**src/rtl/alu_chunked_if.sv**
```systemverilog
// Request/response bundle for the chunked ALU.
// master drives requests and accepts results; slave is the ALU.
interface alu_chunked_if #(
  parameter int WIDTH = 32
);
  logic             in_valid;
  logic             in_ready;
  logic [WIDTH-1:0] a;
  logic [WIDTH-1:0] b;
  logic [2:0]       op;
  logic             out_valid;
  logic             out_ready;
  logic [WIDTH-1:0] result;
  logic             zero;
  logic             overflow;
  logic             carry;

  modport master (
    output in_valid, a, b, op, out_ready,
    input  in_ready, out_valid, result,
    input  zero, overflow, carry
  );

  modport slave (
    input  in_valid, a, b, op, out_ready,
    output in_ready, out_valid, result,
    output zero, overflow, carry
  );
endinterface

```
**src/rtl/alu_chunked.sv**
```systemverilog
// Multi-cycle integer ALU, CHUNK bits per cycle.
// Operands shift right each cycle; the sum shifts in from the top.
module alu_chunked #(
  parameter int WIDTH = 32,
  parameter int CHUNK = 8
) (
  input logic         clk,
  input logic         rst_n,
  input logic         flush,
  alu_chunked_if.slave bus
);
  localparam int NCHUNK = WIDTH / CHUNK;
  localparam int CW = (NCHUNK > 1) ? $clog2(NCHUNK) : 1;

  localparam logic [2:0] OP_ADD  = 3'd0;
  localparam logic [2:0] OP_SUB  = 3'd1;
  localparam logic [2:0] OP_AND  = 3'd2;
  localparam logic [2:0] OP_OR   = 3'd3;
  localparam logic [2:0] OP_XOR  = 3'd4;
  localparam logic [2:0] OP_SLT  = 3'd5;
  localparam logic [2:0] OP_SLTU = 3'd6;
  localparam logic [2:0] OP_EQ   = 3'd7;

  typedef enum logic [1:0] {
    IDLE,
    BUSY,
    DONE
  } state_t;

  state_t           state;
  logic [WIDTH-1:0] a_q;
  logic [WIDTH-1:0] b_q;
  logic [WIDTH-1:0] s_q;
  logic [2:0]       op_q;
  logic [CW-1:0]    cnt;
  logic             cy;
  logic             a_msb;
  logic             b_msb;
  logic [WIDTH-1:0] result_q;
  logic             zero_q;
  logic             ov_q;
  logic             co_q;

  logic             sub;
  logic             arith;
  logic             last;
  logic [CHUNK-1:0] bx;
  logic [CHUNK:0]   csum;
  logic [CHUNK-1:0] chunk;
  logic [WIDTH-1:0] s_full;
  logic             co;
  logic             ov;
  logic [WIDTH-1:0] res_fin;

  assign sub = (op_q == OP_SUB) || (op_q == OP_SLT) ||
               (op_q == OP_SLTU) || (op_q == OP_EQ);
  assign arith = (op_q == OP_ADD) || (op_q == OP_SUB);
  assign last = (cnt == CW'(NCHUNK - 1));

  always_comb begin
    bx = b_q[CHUNK-1:0] ^ {CHUNK{sub}};
    csum = {1'b0, a_q[CHUNK-1:0]} + {1'b0, bx} +
           {{CHUNK{1'b0}}, cy};
    co = csum[CHUNK];
    chunk = csum[CHUNK-1:0];
    case (op_q)
      OP_AND:  chunk = a_q[CHUNK-1:0] & b_q[CHUNK-1:0];
      OP_OR:   chunk = a_q[CHUNK-1:0] | b_q[CHUNK-1:0];
      OP_XOR:  chunk = a_q[CHUNK-1:0] ^ b_q[CHUNK-1:0];
      default: chunk = csum[CHUNK-1:0];
    endcase
    s_full = (WIDTH'(chunk) << (WIDTH - CHUNK)) | (s_q >> CHUNK);
    // sign of the effective B operand is the latched MSB, inverted on subtract
    ov = (a_msb == (b_msb ^ sub)) && (s_full[WIDTH-1] != a_msb);
    res_fin = s_full;
    case (op_q)
      OP_SLT:  res_fin = {{(WIDTH-1){1'b0}}, s_full[WIDTH-1] ^ ov};
      OP_SLTU: res_fin = {{(WIDTH-1){1'b0}}, ~co};
      OP_EQ:   res_fin = {{(WIDTH-1){1'b0}}, s_full == '0};
      default: res_fin = s_full;
    endcase
  end

  always_ff @(posedge clk or negedge rst_n) begin
    if (!rst_n) begin
      state    <= IDLE;
      a_q      <= '0;
      b_q      <= '0;
      s_q      <= '0;
      op_q     <= OP_ADD;
      cnt      <= '0;
      cy       <= 1'b0;
      a_msb    <= 1'b0;
      b_msb    <= 1'b0;
      result_q <= '0;
      zero_q   <= 1'b0;
      ov_q     <= 1'b0;
      co_q     <= 1'b0;
    end else if (flush) begin
      state <= IDLE;
    end else begin
      case (state)
        IDLE: begin
          if (bus.in_valid) begin
            a_q   <= bus.a;
            b_q   <= bus.b;
            s_q   <= '0;
            op_q  <= bus.op;
            a_msb <= bus.a[WIDTH-1];
            b_msb <= bus.b[WIDTH-1];
            cnt   <= '0;
            cy    <= (bus.op == OP_SUB) || (bus.op == OP_SLT) ||
                     (bus.op == OP_SLTU) || (bus.op == OP_EQ);
            state <= BUSY;
          end
        end
        BUSY: begin
          a_q <= a_q >> CHUNK;
          b_q <= b_q >> CHUNK;
          s_q <= s_full;
          cy  <= co;
          cnt <= cnt + CW'(1);
          if (last) begin
            cnt      <= '0;
            result_q <= res_fin;
            zero_q   <= (res_fin == '0);
            ov_q     <= arith & ov;
            co_q     <= arith & co;
            state    <= DONE;
          end
        end
        DONE: begin
          if (bus.out_ready) state <= IDLE;
        end
        default: state <= IDLE;
      endcase
    end
  end

  assign bus.in_ready  = (state == IDLE);
  assign bus.out_valid = (state == DONE);
  assign bus.result    = result_q;
  assign bus.zero      = zero_q;
  assign bus.overflow  = ov_q;
  assign bus.carry     = co_q;
endmodule

```
**src/flat_wrapper.sv**
```systemverilog
// flat-port wrapper written by rule: the top's interface ports become plain ports
module alu_chunked_flat 
#(
  parameter int WIDTH = 32,
  parameter int CHUNK = 8
)
  (clk, rst_n, flush, bus_in_valid, bus_a, bus_b, bus_op, bus_out_ready, bus_in_ready, bus_out_valid, bus_result, bus_zero, bus_overflow, bus_carry);
  alu_chunked_if #(.WIDTH(WIDTH)) bus_i ();
  input logic clk;
  input logic rst_n;
  input logic flush;
  input wire logic [$bits(bus_i.in_valid)-1:0] bus_in_valid;
  input wire logic [$bits(bus_i.a)-1:0] bus_a;
  input wire logic [$bits(bus_i.b)-1:0] bus_b;
  input wire logic [$bits(bus_i.op)-1:0] bus_op;
  input wire logic [$bits(bus_i.out_ready)-1:0] bus_out_ready;
  output wire logic [$bits(bus_i.in_ready)-1:0] bus_in_ready;
  output wire logic [$bits(bus_i.out_valid)-1:0] bus_out_valid;
  output wire logic [$bits(bus_i.result)-1:0] bus_result;
  output wire logic [$bits(bus_i.zero)-1:0] bus_zero;
  output wire logic [$bits(bus_i.overflow)-1:0] bus_overflow;
  output wire logic [$bits(bus_i.carry)-1:0] bus_carry;
  assign bus_i.in_valid = bus_in_valid;
  assign bus_i.a = bus_a;
  assign bus_i.b = bus_b;
  assign bus_i.op = bus_op;
  assign bus_i.out_ready = bus_out_ready;
  assign bus_in_ready = bus_i.in_ready;
  assign bus_out_valid = bus_i.out_valid;
  assign bus_result = bus_i.result;
  assign bus_zero = bus_i.zero;
  assign bus_overflow = bus_i.overflow;
  assign bus_carry = bus_i.carry;
  alu_chunked #(.WIDTH(WIDTH), .CHUNK(CHUNK)) u_core (.clk(clk), .rst_n(rst_n), .flush(flush), .bus(bus_i));
endmodule
```
**config.mk**
```make
export PLATFORM = sky130hd
export DESIGN_NAME = alu_chunked_flat
export DESIGN_NICKNAME = d
export VERILOG_FILES = /design/src/rtl/alu_chunked_if.sv /design/src/rtl/alu_chunked.sv /design/src/flat_wrapper.sv
export SDC_FILE = /design/constraint.sdc
export NUM_CORES = 1
export LEC_CHECK = 0
export CAP_MARGIN = 10
export CORE_MARGIN = 2
export CORE_UTILIZATION = 32
export DETAILED_ROUTE_END_ITERATION = 7
export PLACE_DENSITY = 0.53
export SETUP_SLACK_MARGIN = 0.2
export SYNTH_ARGS = -nofsm -noshare
export SYNTH_HDL_FRONTEND = slang
export SYNTH_SLANG_ARGS = --single-unit
```
**constraint.sdc**
```tcl
create_clock -name clk -period 4.2 [get_ports clk]
set_clock_uncertainty 0.05 [all_clocks]
set_input_delay 0.84 -clock clk [delete_from_list [all_inputs] [get_ports clk]]
set_output_delay 0.84 -clock clk [all_outputs]
set_load 0.005 [all_outputs]
```
==> impl_metrics.yaml, run 1 <==
outcome:
  outcome: "complete, no violations"
place:
  place.gp.congestion: 0.8739
  io_buffers: 108
  dp_hpwl_um: 11860
pwr:
  p_int_uw: 3220
  swShare_pct: 32.19
  p_comb_share_pct: 28.6
  peakVddDrop_mv: 0.3286
  p_leak_uw: 0.003774
  clkPwrFrac_pct: 35.2
  power.switching_uw: 1529
  power.density_mw_per_mm2: 549.1
  seqPwrFrac_pct: 36.2
  finalPower_uw: 4749
critical_path:
  start_kind: "flip-flop"
  crit_chain: "nand2_1 > o21a_1 > xnor2_1 > fa_1 > fa_1 > a21o_1 > a22o_1 > o41a_1 > a211oi_1 > a41oi_2 > a41o_1"
  rrSetupSlack_ps: 440
  worstSetupPathDepth: 11
  crit_arrival_ps: 4020
  crit_fanout: 15
  r2r_cells: 11
  crit_path_frequent_cell: "fa_1"
  slowest_stage: "dfrtp_1"
  cp-endpoint: "u_core.bus.zero"
  crit_buf_inv: 0
  endpoint_kind: "flip-flop"
  worstSetupPathType: "reg -> reg"
  timing.rr.end: "u_core.bus.zero"
  worstSetupStartpoint: "u_core.op_q[2]"
  crit_family: "compound AO/OA/AOI/OAI gates"
  reg2reg_from: "u_core.op_q[2]"
  worstPathRequired_ps: 4460
  max_stage_delay_ps: 590
floorplanning:
  rows: 52
  dieHeight_um: 148.0
  start_util_pct: 32.69
  die-area_mm2: 0.02191
  coreArea_mm2: 0.02030
  die_w_um: 148.0
  top_level_ports: 109
drt:
  drc: 0
  route.antenna.remaining_nets: 0
  first_pass_iters: 4
  drt-initial-drc-count: 248
  drt-wirelength-per-cell_um: 15.84
  dr_total_vias: 5063
  totalWireLength_um: 16640
  viasPerCell: 4.822
timing:
  fin_tns_setup_ps: 0
  worst_pin_slew_ps: 1090
  hold_violations: 0
  slew_violations: 0
  grt_setup_unrepaired: "no"
  finalCriticalPeriod_ps: 3762
  finalSetupViolCount: 0
  period_share_pct: 89.56
  max_freq_mhz: 265.8
  relSlewSlack_pct: 27.35
cts:
  postCtsHoldBufs: 0
  clock-sinks: 133
  clk_latency_ps: 430
  cts_inserted_buffers: 17
  clkTransAtPathRegs_ps: 60
  cts_tree: "built"
  post_cts_resized: 0
  post_cts.repair.setup_buffers: 0
  clockBufferDepth: 2
  cts_root_buffer: "clkbuf_16"
  cts_htree_levels: 4
logic_synthesis:
  synth_area_mm2: 0.006636
  syn_avg_cell_area_um2: 9.905
  ys_seq_area_share_pct: 50.15
  yosys-top-cells-count: "nand2_1 (150), dfrtp_1 (133), o21ai_0 (102)"
  synth.most_common_cell: "nand2_1"
  synthArstFlopShare_pct: 100.0
  synth_ff_type: "dfrtp_1"
  ys_ff_latch: 133
  yosys_warnings: 0
  netlist_instances: 670
  synth_top_area_cell: "dfrtp_1"
  synth_nets: 769
  synth_top_area_share_pct: 50.15
  synth_edf_count: 0
  synth_cell_types: 59
  synth_area_leaders: "dfrtp_1 (50%), nand2_1 (8.5%), mux2i_1 (7.7%)"
grt:
  grt_pass1_vias: 5173
  grt_pass1_wl_um: 27560
  antenna_found_initial: 0
  grt_overflow: 0
  grt_max_degree: 129
  grt_usage_pct: 16.01
hold_path:
  hold_depth: 2
  hold_path.class: "reg -> reg"
  worstHoldStart: "u_core.b_q[10]"
cells_and_area:
  drive_gt1_share_pct: 7.949
  nets: 866
  diodes: 0
  fillers: 2001
  synthToLayoutAreaGrowth_pct: 30.32
flow_run:
  max-cap-violations: 0
[stage by stage]
stage	instance area [um2]	worst slack (ps)	util (%)	cells	hold WS (ps)
after floorplan	6636	345.8	-	670	399.6
after global placement	7988	522.5	39.35	1018	410.2
after detailed placement	7988	460.6	39.35	1018	419.8
after CTS	8648	431.0	42.60	1050	433.3
after global routing	8648	219.8	42.60	1050	452.7
final	8648	438.4	42.60	1050	426.9
[registers in the layout, indices dropped and copies added, names as in the netlist]
name and cells:
u_core.bus.overflow 1, u_core.a_msb 1, u_core.cnt 2, u_core.b_msb 1, u_core.bus.zero 1, u_core.state 2
u_core.a_q 32, u_core.bus.carry 1, u_core.op_q 3, u_core.b_q 32, u_core.cy 1, u_core.bus.result 32
u_core.s_q 24
[per-layer routing]
layer	share of wire [%]	GRT usage, %	vias up
met5	0	0	-
met4	1.7	5.048	0
met3	5.9	5.463	17
met2	46	25.16	137
met1	46	20.86	2375
li1	-	-	2534
[cell type report]
class	instances	area (um2)	share of cell area (%)
flip-flops and latches	133	3328	38.48
inverters	18	67.56	0.7813
well taps	270	337.8	3.906
clock buffers	18	439.2	5.078
repair buffers	118	1170	13.53
multi-input cells	479	3084	35.66
clock inverters	14	221.5	2.561
[power groups by stage]
stage               Clock [uW]  Sequential, uW  Combinational [uW]
floorplan                    0            1660                 950
global placement             0            1740                1350
detailed placement           0            1750                1370
CTS                       1710            1720                1370
global route              1770            1750                1520
finish                    1670            1720                1360
[layout by cell type (no fill, tap or decap), drive strengths merged, types with 3 or more instances in the layout]
cell type | netlist | layout
o221ai | 4 | 4
nand2b | 7 | 7
buf | 12 | 11
clkinvlp | 0 | 3
dfrtp | 133 | 133
nor3b | 3 | 3
o21ai | 105 | 105
a211oi | 3 | 3
xnor2 | 11 | 11
clkbuf | 28 | 18
nand4 | 4 | 4
clkdlybuf4s50 | 0 | 107
nand3 | 4 | 4
mux2 | 4 | 4
nor3 | 4 | 4
bufinv | 0 | 5
inv | 18 | 22
nor2 | 18 | 18
nand2 | 151 | 151
a21oi | 8 | 8
ha | 25 | 25
mux2i | 51 | 51
a22o | 28 | 28
xor2 | 3 | 3
or3 | 4 | 4
nor4 | 7 | 7
nor2b | 4 | 4
[how the worst min path moves through the flow]
stage                                        to
after CTS                        u_core.b_q[10]
after floorplan                  u_core.a_q[10]
final                            u_core.b_q[10]
after detailed placement  u_core.bus.result[11]
after global routing      u_core.bus.result[19]
after global placement           u_core.a_q[26]
[worst min-delay path, stage by stage (launching register included)]
cell and delay, ps:
dfrtp_1 340, nand2_1 50, o21ai_0 60
[kinds of logic after synthesis]
| kind of cell | Yosys count | share of synthesized area (%) |
|---|---|---|
| xor+xnor | 14 | 1.961 |
| compound gates | 169 | 16.33 |
| buf+inv | 58 | 3.658 |
| simple gates | 214 | 14.22 |
| mux | 55 | 8.371 |
| flops | 133 | 50.15 |
| fa+ha+maj | 27 | 5.317 |
(Power assumes the default switching activity.)
==> run 2: changes to the inputs <==
PLACE_DENSITY = default   (was 0.53)
SETUP_SLACK_MARGIN = 0.4   (was 0.2)
==> impl_metrics.yaml, run 2 (same netlist as run 1, synthesis figures left out) <==
cts:
  cts_inserted_buffers: 17
  clockBufferDepth: 2
  clk_latency_ps: 420
  cts_htree_levels: 4
  cts_root_buffer: "clkbuf_16"
  clkTransAtPathRegs_ps: 50
  cts_tree: "built"
  clock-sinks: 133
  postCtsHoldBufs: 0
place:
  io_buffers: 108
  place.gp.congestion: 0.8519
  dp_hpwl_um: 11000
floorplanning:
  top_level_ports: 109
  die-area_mm2: 0.02191
  dieHeight_um: 148.0
  rows: 52
  coreArea_mm2: 0.02030
  start_util_pct: 32.69
  die_w_um: 148.0
cells_and_area:
  synthToLayoutAreaGrowth_pct: 30.22
  layout_common_cells: "nand2_1 (150), dfrtp_1 (131), clkdlybuf4s50_1 (107)"
  drive_gt1_share_pct: 8.015
  nets: 872
  diodes: 0
  final_common_cell: "nand2_1"
timing:
  hold_ws_ps: 422.6
  max_freq_mhz: 275.6
  fin_tns_setup_ps: 0
  finalSetupViolCount: 0
  hold_violations: 0
  period_share_pct: 86.40
  finalCriticalPeriod_ps: 3629
  relSlewSlack_pct: 38.27
  slew_violations: 0
  worst_pin_slew_ps: 925.9
  grt_setup_unrepaired: "no"
drt:
  viasPerCell: 4.662
  drt-initial-drc-count: 228
  drc: 0
  first_pass_iters: 4
  dr_total_vias: 4923
  drt-wirelength-per-cell_um: 14.70
  totalWireLength_um: 15520
  route.antenna.remaining_nets: 0
flow_run:
  max-cap-violations: 0
grt:
  antenna_found_initial: 0
  grt_overflow: 0
  grt_pass1_vias: 4802
  grt_pass1_wl_um: 25780
  grt_max_degree: 128
  grt_usage_pct: 14.85
critical_path:
  max_stage_delay_ps: 490
  start_kind: "flip-flop"
  worstPathRequired_ps: 4450
  worstSetupPathType: "reg -> reg"
  worstSetupStartpoint: "u_core.op_q[2]"
  slowest_stage: "dfrtp_2"
  crit_fanout: 15
  crit_path_frequent_cell: "fa_1"
  crit_arrival_ps: 3880
  reg2reg_from: "u_core.op_q[2]"
  crit_chain: "nand2_1 > o21a_1 > xnor2_1 > fa_1 > fa_1 > a21o_1 > a22o_1 > o41a_1 > a211oi_1 > a41oi_2 > a41o_1"
  endpoint_kind: "flip-flop"
hold_path:
  worstHoldStart: "u_core.bus.result[17]"
  hold_path.class: "reg -> reg"
outcome:
  outcome: "complete, no violations"
pwr:
  power.density_mw_per_mm2: 527.0
  finalPower_uw: 4555
  p_leak_uw: 0.003780
  peakVddDrop_mv: 0.3091
[run 2: changes by cell type in the layout (fill, tap and decap cells not counted), sizes merged]
cell / delta
bufinv: -3
clkinvlp: -3
clkinv: -2
clkbuf: +12
inv: -4
buf: +6
[run 2: through the flow]
step	area, um2	instances	util, %	setup WS, ps
2_1_floorplan	6638	670	-	454.4
3_3_place_gp	8008	1019	39.45	479.2
3_5_place_dp	8008	1019	39.45	403.1
4_1_cts	8603	1051	42.38	443.6
5_1_grt	8642	1056	42.57	421.0
6_report	8642	1056	42.57	571.1
[run 2: layer usage]
metal  track usage (%)  vias up  wire, um
met1             20.00     2257      7391
met3             5.278        8      1109
met5                 0        -         0
li1                  -     2540         -
met2             22.34      118      6916
met4             4.857        0       106
[run 2: cell type report]
cell class,count,area [um2]
Multi-Input combinational cell,479,3084
Inverter,18,67.56
Clock inverter,2,60.06
Sequential cell,133,3331
Tap cell,270,337.8
Timing Repair Buffer,124,1227
Clock buffer,30,534.3
Fill cell,2030,11660
[run 2: timing repair]
| item | 4_1_cts | 5_1_grt |
|---|---|---|
| gates cloned | 0 | 0 |
| buffers inserted | 0 | 5 |
| gates resized for setup | 1 | 1 |
| setup endpoints to repair | 1 | 2 |
| pin swaps | 0 | 0 |
[run 2: final timing paths]
kind	endpoint	slack [ps]	cells after the start
max in group asynchronous	u_core.op_q[2]	2890	2
max reg2reg	u_core.bus.zero	570	11
min in group asynchronous	u_core.bus.result[29]	480	1
min	u_core.bus.result[17]	420	2
min reg2reg	u_core.bus.result[17]	420	2
max	u_core.bus.zero	570	11
[run 2: report_power, final]
part	internal [uW]	total (uW)	switching, uW	leakage (uW)
sequential	1510	1720	211	0.00174
clock	971	1480	513	0.000289
combinational	653	1350	701	0.00175
[run 2: critical path: cells and delay by family (launching register included)]
kind / cells / cell delay (ps)
AO/OA/AOI/OAI: 7 / 1750
adder cells (fa/ha/maj): 2 / 930
flip-flops: 1 / 490
XOR/XNOR: 1 / 150
AND/OR/NAND/NOR: 1 / 140
